**src/rtl/dsc_pkg.sv**
```systemverilog
// Shared constants and types for the slot allocator.
package dsc_pkg;

  localparam int NUM_REQ_DEF   = 16;
  localparam int NUM_SLOTS_DEF = 4;
  localparam int MIN_HOLD_DEF  = 5;

  localparam int ID_W   = $clog2(NUM_REQ_DEF);
  localparam int SLOT_W = $clog2(NUM_SLOTS_DEF);

  // Per-requester lifecycle.
  typedef enum logic [1:0] {
    ST_IDLE    = 2'd0,
    ST_PENDING = 2'd1,
    ST_OFFERED = 2'd2,
    ST_GRANTED = 2'd3
  } req_state_e;

  // Odd parity over a 32-bit word, for wrapping state in protection later.
  function automatic logic parity32(input logic [31:0] v);
    return ^v;
  endfunction

endpackage

```
**src/rtl/dsc_rr_arbiter.sv**
```systemverilog
// Round-robin picker: first set bit of req at or after ptr, wrapping.
module dsc_rr_arbiter #(
  parameter int N   = 16,
  parameter int IDW = 4
) (
  input  logic [N-1:0]   req,
  input  logic [IDW-1:0] ptr,
  output logic [N-1:0]   gnt,
  output logic           valid
);

  logic [IDW:0]   sum;
  logic [IDW-1:0] idx;
  logic           hit;

  // Walk the ring starting at ptr and keep only the first request seen.
  always_comb begin
    gnt   = '0;
    valid = 1'b0;
    sum   = '0;
    idx   = '0;
    hit   = 1'b0;
    for (int k = 0; k < N; k++) begin
      sum   = {1'b0, ptr} + (IDW+1)'(k);
      idx   = (sum >= (IDW+1)'(N)) ? IDW'(sum - (IDW+1)'(N)) : sum[IDW-1:0];
      hit   = ~valid & req[idx];
      gnt[idx] = gnt[idx] | hit;
      valid = valid | hit;
    end
  end

endmodule

```
**src/rtl/dsc_req_alloc.sv**
```systemverilog
// Shared cache-slot allocator: per-requester FSMs, a single outstanding
// offer with valid/ready handshake, release pulses and hold-time checking.
module dsc_req_alloc
  import dsc_pkg::*;
#(
  parameter int NUM_REQ   = NUM_REQ_DEF,
  parameter int NUM_SLOTS = NUM_SLOTS_DEF,
  parameter int MIN_HOLD  = MIN_HOLD_DEF,
  localparam int IDW = (NUM_REQ > 1) ? $clog2(NUM_REQ) : 1,
  localparam int SW  = (NUM_SLOTS > 1) ? $clog2(NUM_SLOTS) : 1
) (
  input  logic                 clk,
  input  logic                 rst,
  input  logic [NUM_REQ-1:0]   req,
  output logic                 alloc_valid,
  output logic [IDW-1:0]       alloc_id,
  output logic [SW-1:0]        alloc_slot,
  input  logic                 alloc_ready,
  output logic                 rel_valid,
  output logic [IDW-1:0]       rel_id,
  output logic [SW-1:0]        rel_slot,
  output logic [NUM_REQ-1:0]   grant,
  output logic [NUM_SLOTS-1:0] slot_busy,
  output logic [NUM_REQ-1:0]   hold_err
);

  localparam int CW = $clog2(MIN_HOLD + 1);

  req_state_e     st       [NUM_REQ];
  logic [SW-1:0]  slot_of  [NUM_REQ];
  logic [CW-1:0]  hold_cnt [NUM_REQ];
  logic [IDW-1:0] ptr;

  logic                 offer_live;
  logic                 accept;
  logic                 withdraw;
  logic                 can_offer;
  logic [IDW-1:0]       next_ptr;
  logic [IDW-1:0]       ptr_eff;
  logic [NUM_SLOTS-1:0] free_vec;
  logic                 free_any;
  logic [SW-1:0]        free_idx;
  logic [NUM_REQ-1:0]   pend_vec;
  logic [NUM_REQ-1:0]   rel_vec;
  logic                 rel_any;
  logic [IDW-1:0]       rel_idx;
  logic [NUM_REQ-1:0]   arb_gnt;
  logic                 arb_valid;
  logic [IDW-1:0]       sel_idx;
  logic                 do_offer;

  // Handshake decode, free-slot and release selection ahead of the arbiter.
  // A slot being accepted this cycle is not free; a slot being released is
  // still marked busy, so it can only be offered from the following edge.
  always_comb begin
    offer_live = req[alloc_id];
    accept     = alloc_valid & alloc_ready & offer_live;
    withdraw   = alloc_valid & ~offer_live;
    can_offer  = ~alloc_valid | accept | withdraw;
    next_ptr   = (alloc_id == IDW'(NUM_REQ - 1)) ? '0 : alloc_id + IDW'(1);
    ptr_eff    = accept ? next_ptr : ptr;
    free_vec   = ~slot_busy & ~(accept ? (NUM_SLOTS'(1) << alloc_slot) : '0);
    free_any   = |free_vec;
    free_idx   = '0;
    for (int s = NUM_SLOTS - 1; s >= 0; s--) begin
      free_idx = free_vec[s] ? SW'(s) : free_idx;
    end
    pend_vec = '0;
    rel_vec  = '0;
    for (int i = 0; i < NUM_REQ; i++) begin
      pend_vec[i] = (st[i] == ST_PENDING) & req[i];
      rel_vec[i]  = (st[i] == ST_GRANTED) & ~req[i];
    end
    rel_any = |rel_vec;
    rel_idx = '0;
    for (int i = NUM_REQ - 1; i >= 0; i--) begin
      rel_idx = rel_vec[i] ? IDW'(i) : rel_idx;
    end
  end

  dsc_rr_arbiter #(
    .N   (NUM_REQ),
    .IDW (IDW)
  ) u_arb (
    .req   (pend_vec),
    .ptr   (ptr_eff),
    .gnt   (arb_gnt),
    .valid (arb_valid)
  );

  // Encode the arbiter's one-hot pick and decide whether an offer is made.
  always_comb begin
    sel_idx = '0;
    for (int i = 0; i < NUM_REQ; i++) begin
      sel_idx = sel_idx | (arb_gnt[i] ? IDW'(i) : '0);
    end
    do_offer = can_offer & free_any & arb_valid;
  end

  // All allocator state: requester FSMs, hold counters, slots and outputs.
  always_ff @(posedge clk) begin
    if (rst) begin
      for (int i = 0; i < NUM_REQ; i++) begin
        st[i]       <= ST_IDLE;
        slot_of[i]  <= '0;
        hold_cnt[i] <= '0;
      end
      ptr         <= '0;
      alloc_valid <= 1'b0;
      alloc_id    <= '0;
      alloc_slot  <= '0;
      rel_valid   <= 1'b0;
      rel_id      <= '0;
      rel_slot    <= '0;
      grant       <= '0;
      slot_busy   <= '0;
      hold_err    <= '0;
    end else begin
      rel_valid <= 1'b0;
      for (int i = 0; i < NUM_REQ; i++) begin
        if (req[i]) begin
          if (hold_cnt[i] < CW'(MIN_HOLD)) hold_cnt[i] <= hold_cnt[i] + CW'(1);
        end else begin
          if ((hold_cnt[i] != '0) && (hold_cnt[i] < CW'(MIN_HOLD))) hold_err[i] <= 1'b1;
          hold_cnt[i] <= '0;
        end
        case (st[i])
          ST_IDLE: begin
            if (req[i]) st[i] <= ST_PENDING;
          end
          ST_PENDING: begin
            if (!req[i]) st[i] <= ST_IDLE;
            else if (do_offer && (sel_idx == IDW'(i))) st[i] <= ST_OFFERED;
          end
          ST_OFFERED: begin
            if (!req[i]) begin
              st[i] <= ST_IDLE;
            end else if (accept && (alloc_id == IDW'(i))) begin
              st[i]      <= ST_GRANTED;
              slot_of[i] <= alloc_slot;
              grant[i]   <= 1'b1;
            end
          end
          ST_GRANTED: begin
            if (rel_any && (rel_idx == IDW'(i))) begin
              st[i]    <= ST_IDLE;
              grant[i] <= 1'b0;
            end
          end
          default: st[i] <= ST_IDLE;
        endcase
      end
      // One release reported per cycle; further drops wait their turn.
      if (rel_any) begin
        slot_busy[slot_of[rel_idx]] <= 1'b0;
        rel_valid <= 1'b1;
        rel_id    <= rel_idx;
        rel_slot  <= slot_of[rel_idx];
      end
      if (accept) begin
        slot_busy[alloc_slot] <= 1'b1;
        ptr <= next_ptr;
      end
      if (do_offer) begin
        alloc_valid <= 1'b1;
        alloc_id    <= sel_idx;
        alloc_slot  <= free_idx;
      end else if (accept || withdraw) begin
        alloc_valid <= 1'b0;
      end
    end
  end

endmodule

```
**config.mk**
```make
export PLATFORM = sky130hd
export DESIGN_NAME = dsc_req_alloc
export DESIGN_NICKNAME = d
export VERILOG_FILES = /design/src/rtl/dsc_pkg.sv /design/src/rtl/dsc_rr_arbiter.sv /design/src/rtl/dsc_req_alloc.sv
export SDC_FILE = /design/constraint.sdc
export NUM_CORES = 1
export LEC_CHECK = 0
export BUFFER_PORTS_ARGS = -buffer_cell sky130_fd_sc_hd__clkbuf_2
export CAP_MARGIN = 0
export CORE_AREA = 2 2 261 263
export CTS_CLUSTER_SIZE = 14
export DETAILED_ROUTE_END_ITERATION = 7
export DIE_AREA = 0 0 263 265
export PLACE_DENSITY = 0.41
export SKIP_LAST_GASP = 1
export SYNTH_ARGS = -nofsm -noshare
export SYNTH_HDL_FRONTEND = slang
export SYNTH_SLANG_ARGS = --single-unit
```
**constraint.sdc**
```tcl
create_clock -name clk -period 33.6 [get_ports clk]
set_clock_uncertainty 0.1 [all_clocks]
set_input_delay 0 -clock clk [delete_from_list [all_inputs] [get_ports clk]]
set_output_delay 0 -clock clk [all_outputs]
set_load 0.01 [all_outputs]
```
# After elaboration in Yosys (flattened, before gate mapping)
# Memory sizes are Yosys's and may differ from the RTL's.
# Cells that the tools add are included.
word_totals:
  out_inout_bits: 50
  reg_bits: 54
  rom_bits: 16
  ram_bits: 112
  elab_cells: 1637
  in_bits: 19
  memories: 4
classes:
  magnitude_cmp: 69
  mux: 882
  bitwise_logic: 283
  shifts: 1
  reduce_logical: 169
  n_addsub: 48
  eq_ne: 141
memory_table:
  columns: ["memory", "depth", "word_bits", "rd", "rd_clocked_by_memory_dff", "write_ports", "line", "source"]
  rows:
  - ["hold_cnt", 16, 3, 16, 0, 16, "dsc_req_alloc.sv:31", "logic [CW-1:0] hold_cnt [NUM_REQ];"]
  - ["slot_of", 16, 2, 1, 0, 16, "dsc_req_alloc.sv:30", "logic [SW-1:0] slot_of [NUM_REQ];"]
  - ["st", 16, 2, 16, 0, 16, "dsc_req_alloc.sv:29", "req_state_e st [NUM_REQ];"]
  - ["(no name shown)", 16, 1, 1, 0, 0, "dsc_rr_arbiter.sv:27", "gnt[idx] = gnt[idx] | hit;"]
op_table:
  columns: ["op", "count"]
  rows:
  - ["$mux W1", 601]
  - ["$bwmux W16", 15]
  - ["$mux W2", 118]
  - ["$mux W4", 46]
  - ["$or A1 B1 Y1", 177]
  - ["$bmux W1 S4", 32]
  - ["$mux W3", 36]
  - ["$eq A4 B4 Y1 const B", 24]
  - ["$lt A4 B5 Y1 const B", 17]
  - ["$logic_and A1 B1 Y1", 82]
  - ["$ge A5 B5 Y1 const B", 15]
  - ["$demux W1 S4", 16]
  - ["$eq A2 B2 Y1 const B", 32]
  - ["$ge A4 B1 Y1 const B", 16]
  - ["$ne A2 B2 Y1 const B", 32]
  - ["$reduce_and A4 Y1", 16]
  - ["$sub A4 B1 Y4 const B", 16]
  - ["$and A1 B1 Y1", 52]
  - ["$add A3 B1 Y3 const B", 16]
  - ["$eq A4 B3 Y1 const B", 12]
  - ["$lt A3 B3 Y1 const B", 16]
  - ["$reduce_bool A3 Y1", 16]
  - ["$add A4 B4 Y5 const B", 8]
  - ["$reduce_bool A2 Y1", 17]
  - ["other kinds (30)", 165]

# Depth between registers and ports, before layout
depth:
  word_depth: 97
  depth_mapped: 76
  ltp_nobuf: 55

# Modules after synthesis
# Synthesis repeated with hierarchy kept, for this count alone.
unflattened:
  hier_cells: 2656
  area_unflattened_um2: 19591.3
modules_own_cells:
  columns: ["mod", "cells_per_inst", "area_each_um2", "instances", "seq_area_each_um2"]
  rows:
  - ["dsc_rr_arbiter", 1679, 10341.2, 1, 0.0]
  - ["dsc_req_alloc", 977, 9250.1, 1, 4444.3]

# Worst setup path before layout
# No wires, ideal clock.
synth_path:
  kind: "register to register"
  from: "reg alloc_id[0]"
  to: "mem st[1][10] (netlist name), enable pin"
  setup_time_ps: 338
  setup_slack_ps: 16511
  period_less_slack_ps: 17089
  required_time_ps: 33162
  path_buffers: 14
  arrival_ps: 16651
  stages_incl_launch_ff: 66
  cell_sequence: "dfxtp_1 ha_1 clkbuf_1 a31oi_2 o21ai_2 nand2_4 clkbuf_1 clkbuf_1 clkbuf_1 clkbuf_1 clkbuf_1 buf_1 buf_1 clkbuf_1 clkbuf_1 ha_1 clkbuf_1 inv_2 [... 30 more ...] o2bb2ai_1 o2111ai_1 nor2_2 o2111ai_1 o31a_1 a2111oi_2 a21oi_1 or4_4 a31o_2 a211oi_2 o211ai_2 a31oi_1 nor2_1 o41a_1 nor4_4 o221ai_2 o31a_1 o31ai_1"
synth_rtl:
  columns: ["element", "line", "source"]
  rows:
  - ["start: declaration", "dsc_req_alloc.sv:16", "output logic [IDW-1:0] alloc_id,"]
  - ["start signal: assignment", "dsc_req_alloc.sv:166", "alloc_id <= sel_idx;"]
  - ["end: declaration", "dsc_req_alloc.sv:29", null]

==> results.ini <==
[yosys]
synth_seq_cells = 166
synth_mux_area_frac = 0.0665
synth_top_family_by_area = compound AO/OA/AOI/OAI gates
synth_edf_count = 112
synth.yosys.seq_area_share = 0.223
synthAdderAreaFrac = 0.0320
synth_cell_types = 112
async_reset_ff_frac = 0
synthXorXnorAreaFrac = 0.0167
synth_warnings = 0
synth_ff_type = edfxtp_1
syn-cell-area_um2 = 20000
ys_top_cells_by_area = edfxtp_1 17%, nor2_1 7.6%, nand2_1 6.4%, dfxtp_1 5.4%, a21oi_1 4.4%
synth_area_per_cell_um2 = 7.29
yosysMostFrequentCell = nor2_1
yosys-top-cells-count = 406 x nor2_1, 339 x nand2_1, 176 x a21oi_1
yosys.area.top_type = edfxtp_1
synth_top_area_frac = 0.169
synth-compound-area-share = 0.326
synth_fp_nets = 2806
syn_inst = 2736
synth-simple-area-share = 0.284

[global_route]
grt_max_degree = 74
grt_pass1_vias = 22600
grt_pass1_wl_um = 172000
track_usage = 0.342
antenna_found_initial = 5
grt_overflow = 0

[clock_network]
post_cts.repair.setup_buffers = 0
clk_latency_ns = 0.48
cts_resized = 0
cts_buffers = 17
cts_root_buf = clkbuf_16
clock-sinks = 166
clkTransAtPathRegs_ns = 0.08
clk_path_buf_depth = 2
cts_tree = built
ctsHoldBuffers = 16
cts_max_level = 4

[critical_path]
slowest_stage = dfxtp_1
r2r_end = st[0][5]
crit_path_start_kind = register
worstRegToRegCells = 56
crit_path_end_kind = register
required_ns = 33.64
r2r-start = alloc_id[1]
slowest_delay_ns = 0.79
crit_fanout = 25
crit_path_frequent_cell = o21ai_0
reg2reg_slack_ns = 11.31
crit_type = reg -> reg
worstPathArrival_ns = 22.33

[routing]
ant_nets = 0
viasPerCell = 6.74
drt_iter0_markers = 3249
dr.pass1.iters = 8
num_vias = 24400
drc = 0
wl_um = 123000
wl_per_cell_um = 34.1

[sta]
setup_violations = 0
fin_crit_sh = 0.663
max_slew_margin = 0.118
hold_viol = 0
slew_violations = 0
fmax_mhz = 44.9
tightestPinTransition_ns = 1.31
rsz0062_at_grt = false
tns_ns = 0
post-route-min-period_ns = 22.29

[floorplanning]
dieArea_um2 = 69700
io-pin-count = 69
die_h_um = 265
fp-row-count = 95
dieWidth_um = 263
initial_core_util = 0.299
design.core.area_um2 = 66800

[placed_design]
hpwl_um = 95200
port_buffers = 68
gp_congestion = 1.02

[hold_path]
holdPathEnd = hold_err[12]
hold_depth = 4
hold_path_class = in -> reg
min_from = req[12]

[status]
status = finished clean

[layout]
drive_gt1_frac = 0.126
num-nets-final = 2804
area_delta_synth_final_pct = 10.5
n_antenna_cell = 0
fillers = 7306

[flow_run]
maxCapViolCount = 0

registers in the layout (all words and copies together), names as in the netlist:
signal / flops
ptr: 4
grant: 16
alloc_slot: 2
rel_slot: 2
st: 32
hold_err: 16
alloc_valid: 1
slot_of: 32
alloc_id: 4
rel_id: 4
hold_cnt: 48
rel_valid: 1
slot_busy: 4
metal layers:
layer  GRT usage  up-vias  wire length (µm)
li1            -    10500                 -
met1       0.472    12100             53300
met2       0.506     1502             51400
met3      0.0717      345             11800
met4       0.167        4              6950
met5           0        -                22
area by class of cell:
class                           instances  area (µm²)  area share
Tap cell                              873        1090      0.0495
Clock buffer                           17         425      0.0193
Inverter                               75         282      0.0128
Clock inverter                         15         205     0.00930
Sequential cell                       166        4440       0.201
Timing Repair Buffer                  159        1070      0.0483
Multi-Input combinational cell       2315       14500       0.659
kinds of logic after synthesis:
family,count (synthesis)
DFF,166
muxes,102
and+or+nand+nor,1209
xor gates and xnor gates,38
buffers and inverters,255
adders and majority gates,51
AOI/OAI and AO/OA,915
through the flow:
stage	cells	setup WS (ns)	hold WS, ns	utilization	area, µm²
after floorplan	2736	16.51	0.123	-	20000
after global placement	3572	12.42	0.282	0.318	21300
after detailed placement	3572	12.21	0.285	0.318	21300
after CTS	3620	12.17	0.00368	0.330	22100
after global routing	3620	10.63	0.00802	0.330	22100
final	3620	11.31	0.00474	0.330	22100
worst max-delay path by stage:
stage / cells after the start / start / slack [ns] / endpoint
2_1_floorplan: 65 / alloc_id[0] / 16.51 / st[1][10]
3_3_place_gp: 55 / alloc_id[1] / 12.42 / st[0][4]
3_5_place_dp: 56 / alloc_id[1] / 12.21 / st[0][4]
4_1_cts: 56 / alloc_id[1] / 12.17 / st[0][5]
5_1_grt: 55 / alloc_id[1] / 10.63 / st[0][4]
6_report: 56 / alloc_id[1] / 11.31 / st[0][5]
worst max-delay path, delay by kind of cell, from the launching register on:
kind	cells	cell delay, ns
AOI/OAI and AO/OA	33	12.26
and+or+nand+nor	15	5.87
buffers and inverters	5	1.62
DFF	1	0.79
muxes	2	0.68
adders and majority gates	1	0.58
cell usage in the layout (no fill, tap or decap), types with 41 or more instances in the layout:
master	Yosys	final
nor2_1	406	402
nand2_1	339	339
a21oi_1	176	176
o21ai_0	150	149
edfxtp_1	112	112
nand3_1	92	92
nor3_1	80	80
a31oi_1	78	78
buf_4	11	76
inv_1	71	70
clkbuf_2	0	67
a211oi_1	66	66
dfxtp_1	54	54
mux2i_1	50	49
ha_1	51	49
or3_1	41	41
Power is not shown: default switching activity piles up to over one toggle a cycle in this logic, so the estimate is an artifact.
